[config.mk]
export PLATFORM = sky130hd
export DESIGN_NAME = mips_multicycle_control
export DESIGN_NICKNAME = d
export VERILOG_FILES = /design/src/rtl/mips_multicycle_control.sv
export SDC_FILE = /design/constraint.sdc
export NUM_CORES = 1
export LEC_CHECK = 0
export CAP_MARGIN = 40
export CORE_MARGIN = 5
export CORE_UTILIZATION = 46
export CTS_BUF_LIST = sky130_fd_sc_hd__clkbuf_4 sky130_fd_sc_hd__clkbuf_8 sky130_fd_sc_hd__clkbuf_16
export CTS_CLUSTER_SIZE = 25
export DETAILED_ROUTE_END_ITERATION = 12
export PLACE_DENSITY = 0.8
export REMOVE_ABC_BUFFERS = 1
export SYNTH_ARGS = -nofsm -noshare
export SYNTH_HDL_FRONTEND = slang
export SYNTH_SLANG_ARGS = --single-unit
export TNS_END_PERCENT = 10
[constraint.sdc]
create_clock -name clk -period 2.5 [get_ports clk]
set_input_delay 0.75 -clock clk [delete_from_list [all_inputs] [get_ports clk]]
set_output_delay 0.75 -clock clk [all_outputs]
set_load 0.01 [all_outputs]
[src/rtl/mips_multicycle_control.sv]
// Multi-cycle MIPS control FSM with memory-ready stalls, illegal-op detection and retire counter.
// Optional jal support is enabled by defining MIPS_MC_JAL_EN (adds the Link output).
module mips_multicycle_control #(
  parameter int unsigned ALUSEL_W = 4,
  parameter int unsigned RET_W    = 32
) (
  input  logic                clk,
  input  logic                rst_n,
  input  logic [5:0]          opcode,
  input  logic [5:0]          funct,
  input  logic                zero,
  input  logic                mem_ready,
  output logic                IRWE,
  output logic                PCWE,
  output logic                DMWE,
  output logic                RFWE,
  output logic                IorD,
  output logic                RFDSel,
  output logic                MtoRFSel,
  output logic                ALUSrcA,
  output logic [1:0]          ALUSrcB,
  output logic [1:0]          PCSrc,
  output logic [ALUSEL_W-1:0] ALUsel,
  output logic [3:0]          state,
`ifdef MIPS_MC_JAL_EN
  output logic                Link,
`endif
  output logic                instr_done,
  output logic                illegal,
  output logic [RET_W-1:0]    retired
);

  typedef enum logic [3:0] {
    StFetch  = 4'd0,
    StDecode = 4'd1,
    StMemAdr = 4'd2,
    StMemRd  = 4'd3,
    StMemWb  = 4'd4,
    StMemWr  = 4'd5,
    StExec   = 4'd6,
    StAluWb  = 4'd7,
    StBranch = 4'd8,
    StAddiEx = 4'd9,
    StAddiWb = 4'd10,
    StJump   = 4'd11,
    StJal    = 4'd12
  } state_e;

  localparam logic [5:0] OpRtype = 6'b000000;
  localparam logic [5:0] OpLw    = 6'b100011;
  localparam logic [5:0] OpSw    = 6'b101011;
  localparam logic [5:0] OpBeq   = 6'b000100;
  localparam logic [5:0] OpAddi  = 6'b001000;
  localparam logic [5:0] OpJ     = 6'b000010;
`ifdef MIPS_MC_JAL_EN
  localparam logic [5:0] OpJal   = 6'b000011;
`endif

  localparam logic [3:0] AluAnd = 4'b0000;
  localparam logic [3:0] AluOr  = 4'b0001;
  localparam logic [3:0] AluAdd = 4'b0010;
  localparam logic [3:0] AluSub = 4'b0110;
  localparam logic [3:0] AluSlt = 4'b0111;

  state_e           r_state, w_state_next;
  logic [RET_W-1:0] r_retired;
  logic [3:0]       w_alu_code;
  logic [3:0]       w_funct_alu;
  logic             w_funct_ok;
  logic             w_irwe, w_pcwe, w_dmwe, w_rfwe, w_done, w_illegal, w_link;

  always_ff @(posedge clk or negedge rst_n) begin
    if (!rst_n) begin
      r_state   <= StFetch;
      r_retired <= '0;
    end else begin
      r_state <= w_state_next;
      if (w_done) r_retired <= r_retired + 1'b1;
    end
  end

  always_comb begin
    w_funct_ok  = 1'b1;
    w_funct_alu = AluAdd;
    unique case (funct)
      6'b100000: w_funct_alu = AluAdd;
      6'b100010: w_funct_alu = AluSub;
      6'b100100: w_funct_alu = AluAnd;
      6'b100101: w_funct_alu = AluOr;
      6'b101010: w_funct_alu = AluSlt;
      default:   w_funct_ok  = 1'b0;
    endcase
  end

  always_comb begin
    w_state_next = r_state;
    w_irwe       = 1'b0;
    w_pcwe       = 1'b0;
    w_dmwe       = 1'b0;
    w_rfwe       = 1'b0;
    w_done       = 1'b0;
    w_illegal    = 1'b0;
    w_link       = 1'b0;
    IorD         = 1'b0;
    RFDSel       = 1'b0;
    MtoRFSel     = 1'b0;
    ALUSrcA      = 1'b0;
    ALUSrcB      = 2'b00;
    PCSrc        = 2'b00;
    w_alu_code   = AluAdd;
    case (r_state)
      StFetch: begin
        ALUSrcB = 2'b01;
        w_irwe  = mem_ready;
        w_pcwe  = mem_ready;
        if (mem_ready) w_state_next = StDecode;
      end
      StDecode: begin
        ALUSrcB      = 2'b11;
        w_state_next = StFetch;
        case (opcode)
          OpLw, OpSw: w_state_next = StMemAdr;
          OpRtype: begin
            if (w_funct_ok) w_state_next = StExec;
            else            w_illegal    = 1'b1;
          end
          OpBeq:  w_state_next = StBranch;
          OpAddi: w_state_next = StAddiEx;
          OpJ:    w_state_next = StJump;
`ifdef MIPS_MC_JAL_EN
          OpJal:  w_state_next = StJal;
`endif
          default: w_illegal = 1'b1;
        endcase
      end
      StMemAdr: begin
        ALUSrcA      = 1'b1;
        ALUSrcB      = 2'b10;
        w_state_next = (opcode == OpLw) ? StMemRd : StMemWr;
      end
      StMemRd: begin
        IorD = 1'b1;
        if (mem_ready) w_state_next = StMemWb;
      end
      StMemWb: begin
        w_rfwe       = 1'b1;
        MtoRFSel     = 1'b1;
        w_done       = 1'b1;
        w_state_next = StFetch;
      end
      StMemWr: begin
        IorD   = 1'b1;
        w_dmwe = mem_ready;
        w_done = mem_ready;
        if (mem_ready) w_state_next = StFetch;
      end
      StExec: begin
        ALUSrcA      = 1'b1;
        w_alu_code   = w_funct_alu;
        w_state_next = StAluWb;
      end
      StAluWb: begin
        w_rfwe       = 1'b1;
        RFDSel       = 1'b1;
        w_done       = 1'b1;
        w_state_next = StFetch;
      end
      StBranch: begin
        ALUSrcA      = 1'b1;
        w_alu_code   = AluSub;
        PCSrc        = 2'b01;
        w_pcwe       = zero;
        w_done       = 1'b1;
        w_state_next = StFetch;
      end
      StAddiEx: begin
        ALUSrcA      = 1'b1;
        ALUSrcB      = 2'b10;
        w_state_next = StAddiWb;
      end
      StAddiWb: begin
        w_rfwe       = 1'b1;
        w_done       = 1'b1;
        w_state_next = StFetch;
      end
      StJump: begin
        PCSrc        = 2'b10;
        w_pcwe       = 1'b1;
        w_done       = 1'b1;
        w_state_next = StFetch;
      end
`ifdef MIPS_MC_JAL_EN
      StJal: begin
        PCSrc        = 2'b10;
        w_pcwe       = 1'b1;
        w_rfwe       = 1'b1;
        w_link       = 1'b1;
        w_done       = 1'b1;
        w_state_next = StFetch;
      end
`endif
      default: w_state_next = StFetch;
    endcase
    // Reset gates every side effect so an aborted instruction writes nothing.
    if (!rst_n) begin
      w_irwe    = 1'b0;
      w_pcwe    = 1'b0;
      w_dmwe    = 1'b0;
      w_rfwe    = 1'b0;
      w_done    = 1'b0;
      w_illegal = 1'b0;
      w_link    = 1'b0;
    end
  end

  assign IRWE       = w_irwe;
  assign PCWE       = w_pcwe;
  assign DMWE       = w_dmwe;
  assign RFWE       = w_rfwe;
  assign instr_done = w_done;
  assign illegal    = w_illegal;
  assign ALUsel     = ALUSEL_W'(w_alu_code);
  assign state      = r_state;
  assign retired    = r_retired;
`ifdef MIPS_MC_JAL_EN
  assign Link = w_link;
`else
  logic w_unused;
  assign w_unused = w_link;
`endif

endmodule

# After elaboration in Yosys (flattened, before gate mapping)
# Index checks and enable logic that the tools add are counted.
classes:
  add_sub_neg: 1
  n_eq_ne: 24
  mux: 30
  reduce_logical: 11
op_table:
  columns: ["operator", "count"]
  rows:
  - ["equality test 6 bit, second input constant", 7]
  - ["adder 32 x 1 -> 32 bit, second input constant", 1]
  - ["case mux 4 bit (7 select lines)", 1]
  - ["case mux 4 bit (5 select lines)", 1]
  - ["equality test 4 x 3 -> 1 bit, second input constant", 4]
  - ["equality test 4 bit, second input constant", 4]
  - ["2-to-1 mux 1 bit", 16]
  - ["OR reduction 5 bit", 3]
  - ["2-to-1 mux 4 bit", 3]
  - ["case mux 3 bit (4 select lines)", 1]
  - ["equality test 4 x 2 -> 1 bit, second input constant", 2]
  - ["case mux 4 bit (2 select lines)", 1]
  - ["equality test 6 x 2 -> 1 bit, second input constant", 1]
  - ["equality test 6 x 3 -> 1 bit, second input constant", 1]
  - ["equality test 6 x 4 -> 1 bit, second input constant", 1]
  - ["zero test 6 bit", 1]
  - ["2-to-1 mux 3 bit", 2]
  - ["inequality test 2 bit, second input constant", 3]
  - ["case mux 2 bit (3 select lines)", 1]
  - ["OR reduction 2 bit", 3]
  - ["equality test 4 x 1 -> 1 bit, second input constant", 1]
  - ["zero test 4 bit", 1]
  - ["case mux 1 bit (2 select lines)", 2]
  - ["case mux 2 bit (2 select lines)", 1]
  - ["other kinds (4)", 4]
totals:
  ff_bits: 36
  input_bits: 16
  out_inout_bits: 54
  elab_cells: 68

# Logic depth before layout (Yosys ltp)
# Gate-level depths: netlist (run 1).
depth:
  ltp_word: 7
  mapped_depth: 6
  mapped_depth_nobuf: 5

# Worst setup path before layout (run 1)
# OpenSTA, ideal clock, no wires.
synth_path:
  path_kind: "input to output"
  from: "input opcode[3]"
  to: "output illegal"
  arrival_time_ns: 1.835
  slack_ns: -0.085
  cell_stages: 4
  path_buffers: 0
  cell_sequence: "or3_1 > nor4_1 > a21oi_1 > a211oi_1"
synth_via:
  elab_chain_cells: 5
synth_rtl:
  columns: ["item", "line_no", "source"]
  rows:
  - ["start: declaration", "9", "input logic [5:0] opcode,"]
  - ["equality test 6 bit, or another cell as far along", "121", "case (opcode)"]
  - ["OR reduction 5 bit (no source line)", null, null]
  - ["case mux 1 bit (2 select lines) (*)", "121", null]
  - ["2-to-1 mux 1 bit (*)", "111", "case (r_state)"]
  - ["2-to-1 mux 1 bit (*)", "205", "if (!rst_n) begin"]
  - ["end: declaration", "29", "output logic illegal,"]
# Every way passes the cells marked *; elsewhere a longest branch is shown, timed or not.

# Worst setup path after layout (run 1)
layout_path:
  from: "input funct[4]"
  to: "output illegal"
layout_via:
  elab_chain_cells: 7
layout_rtl:
  columns: ["item", "line_no", "source"]
  rows:
  - ["start: declaration", "10", "input logic [5:0] funct,"]
  - ["equality test 6 bit", "85", "unique case (funct)"]
  - ["OR reduction 5 bit (no source line) (*)", null, null]
  - ["2-to-1 mux 1 bit (*)", "85", null]
  - ["2-to-1 mux 1 bit (*)", "124", "if (w_funct_ok) w_state_next = StExec;"]
  - ["case mux 1 bit (2 select lines) (*)", "121", null]
  - ["2-to-1 mux 1 bit (*)", "111", null]
  - ["2-to-1 mux 1 bit (*)", "205", null]
# Marks and branches as above.

==> results of run 1 <==
==> metrics by stage <==
step	utilization	cell area (µm²)	instances
2_1_floorplan	-	2110	221
3_3_place_gp	0.701	3120	377
3_5_place_dp	0.701	3120	377
4_1_cts	0.776	3450	398
5_1_grt	0.785	3490	400
6_report	0.785	3490	400
==> synth_stat cells (all sizes together) (2+ instances only) <==
master   instances
a211oi           3
a21oi           10
dfrtp           36
and4             2
a2111oi          2
or3              3
nand3           10
nand2b           9
inv              7
xnor2           24
nor2            19
nand4           13
and3             6
nor4             8
nor2b            3
xor2            10
buf              4
nor3            10
and2b            3
nand2           18
o21ai            6
clkbuf           4
==> sequential cells by signal, summed over array words and instances (netlist names) <==
signal / count
state: 4
retired: 32
==> how the worst max path moves through the flow <==
stage               from       to  cells after the start
6_report        funct[4]  illegal                      8
3_3_place_gp   opcode[3]  illegal                      6
2_1_floorplan  opcode[3]  illegal                      4
5_1_grt         funct[4]  illegal                      8
3_5_place_dp   opcode[3]  illegal                      6
4_1_cts        opcode[4]  illegal                      6
==> area by class of cell <==
| cell class | instances | area, µm² | area share |
|---|---|---|---|
| Clock buffer | 5 | 68.8 | 0.0197 |
| Clock inverter | 3 | 90.1 | 0.0258 |
| Tap cell | 52 | 65.1 | 0.0187 |
| Inverter | 7 | 26.3 | 0.00753 |
| Sequential cell | 36 | 902 | 0.259 |
| Multi-Input combinational cell | 178 | 1300 | 0.372 |
| Timing Repair Buffer | 119 | 1040 | 0.297 |
==> cells by family (layout without fill, tap and decap cells) <==
group | count (synthesis) | in the layout | synth area share
buffers and inverters | 15 | 134 | 0.0303
other | 1 | 1 | 0.00175
muxes | 1 | 1 | 0.00525
DFF | 36 | 36 | 0.420
AOI/OAI and AO/OA | 30 | 30 | 0.0974
and+or+nand+nor | 110 | 110 | 0.296
adders and majority gates | 2 | 2 | 0.0105
xor gates and xnor gates | 34 | 34 | 0.139
==> layer usage <==
metal,part of all wire,up-vias
met5,0,-
met4,0.022,0
met3,0.083,16
met2,0.50,103
met1,0.40,1107
li1,-,1041
==> worst max-delay path, delay by kind of cell <==
kind                   cells  cell delay, ps
AO/OA/AOI/OAI              3             560
buffers and inverters      4             520
AND/OR/NAND/NOR            1             150
==> what timing repair did <==
item / in CTS / in global routing
pin swaps: 11 / 9
gates resized for setup: 104 / 13
setup buffers: 14 / 2
setup endpoints to repair: 16 / 14
cloned: 0 / 0
endpoints found under the hold margin: 0 / 0
==> power by group <==
part | leakage (nW) | switching [mW] | internal, mW
registers | 0.487 | 0.0361 | 0.611
logic | 1.03 | 0.176 | 0.183
clock network | 0.0784 | 0.212 | 0.499
total | 1.59 | 0.424 | 1.29
==> flow_summary.ini, run 1 <==
[outcome]
status = finished with violations
violations = setup timing

[placed_design]
hpwl_um = 4380
routabilityCongestion = 0.856
pre_cts_slack_ps = -1030
io_buffers = 68

[power]
leakage_nw = 1.59
total_power_mw = 1.72
cellPowerDensity_nw_per_um2 = 492
ir_drop_mv = 0.311

[timing]
slew_viol_final = 0
finalSetupViolCount = 9
setup_slack_ps = -234
finalCritPeriodShare = 1.09
fin_tns_setup_ps = -844
fin_crit_ps = 2730
grt_setup_unrepaired = yes
holdWs_ps = 469
skew_ps = 9.31
hold_viol_final = 0
max_freq_ghz = 0.366

[floorplanning]
io_pins = 70
die_w_um = 78.3
die_y_um = 78.3
rows = 24
dieArea_um2 = 6130
start_util = 0.483
coreArea_um2 = 4440

[critical_path]
path_class = in2out
end_kind = primary output
r2r_slack_ps = 340
crit_fanout = 2
worst_r2r_endpoint = retired[29]
reg2reg_from = state[3]
path_cells = clkdlybuf4s15_1 > nand2b_4 > a2111oi_4 > buf_4 > inv_2 > a21oi_2 > a211oi_2 > buf_2
worstPathRequired_ps = 1750
cp.arrival_ps = 1980
slowest_stage = a2111oi_4
critPathLaunchType = input pin
crit_path_max_incr_delay_ps = 320
rr_worst_depth = 8

[global_route]
grt_usage = 0.225
first_global_vias = 2351
met2_usage = 0.393
grt_max_degree = 36
grt_overflow = 0
antenna_found_initial = 0
grt.busiest_layer = met2
use_met3 = 0.0652
grt_pass1_wl_um = 11000
use_met1 = 0.266

[synth]
synth_edf_count = 0
synthArstFlopShare = 1.00
yosysTopAreaCell = dfrtp_1
ys_warn_count = 0
synth_area_leaders = dfrtp_1 (42%), xnor2_1 (9.8%), xor2_1 (4.1%)
synth.top_cell.area_share = 0.420
synthCells = 229
avgSynthCellArea_um2 = 9.36
ys_seq_area_frac = 0.420
synth.cell_area_um2 = 2140
synth_cell_types = 49
synth_flop_cell = dfrtp_1
yosys_register_bits = 36

[finish]
antenna_cells = 0
nNetsFinal = 364
syn_to_final_growth_pct = 62.6
final_cell_mix = buf_4 (40), clkdlybuf4s50_1 (38), dfrtp_1 (35), xnor2_1 (24), nor2_1 (18)
nFillCells = 269
final_common_cell = buf_4
drive_above_1_share = 0.299

[drt]
remaining_drc_errors = 0
first_pass_iters = 4
first_iter_violations = 110
totalWireLength_um = 6740
ant_nets = 0
via_per_inst = 5.67
drt-wirelength-per-cell_um = 16.8
vias = 2267

[clocking]
cts_tree = done
ctsHoldBuffers = 0
clockBufferDepth = 2
cts_buffers = 5
cts_max_level = 2
clkSinkCount = 36
insertion_delay_ps = 290
cts_root_buf = clkbuf_8
clkTransAtPathRegs_ps = 80

[hold_path]
hold_class = reg2reg
holdPathStages = 1
min-delay-start = retired[31]
whs_endpoint = retired[31]

[job]
cap_viol_max_count = 0
Power figures use the tool's default switching activity.
==> inputs of run 2 (changes only) <==
--- a/config.mk
+++ b/config.mk
@@ -9,8 +9,9 @@
 export CORE_MARGIN = 5
 export CORE_UTILIZATION = 46
 export CTS_BUF_LIST = sky130_fd_sc_hd__clkbuf_4 sky130_fd_sc_hd__clkbuf_8 sky130_fd_sc_hd__clkbuf_16
-export CTS_CLUSTER_SIZE = 25
+export CTS_CLUSTER_SIZE = 10
 export DETAILED_ROUTE_END_ITERATION = 12
+export GPL_ROUTABILITY_DRIVEN = 1
 export PLACE_DENSITY = 0.8
 export REMOVE_ABC_BUFFERS = 1
 export SYNTH_ARGS = -nofsm -noshare
==> results of run 2 <==
Same layout as run 1: the final DEF is identical, and so are final timing and power.
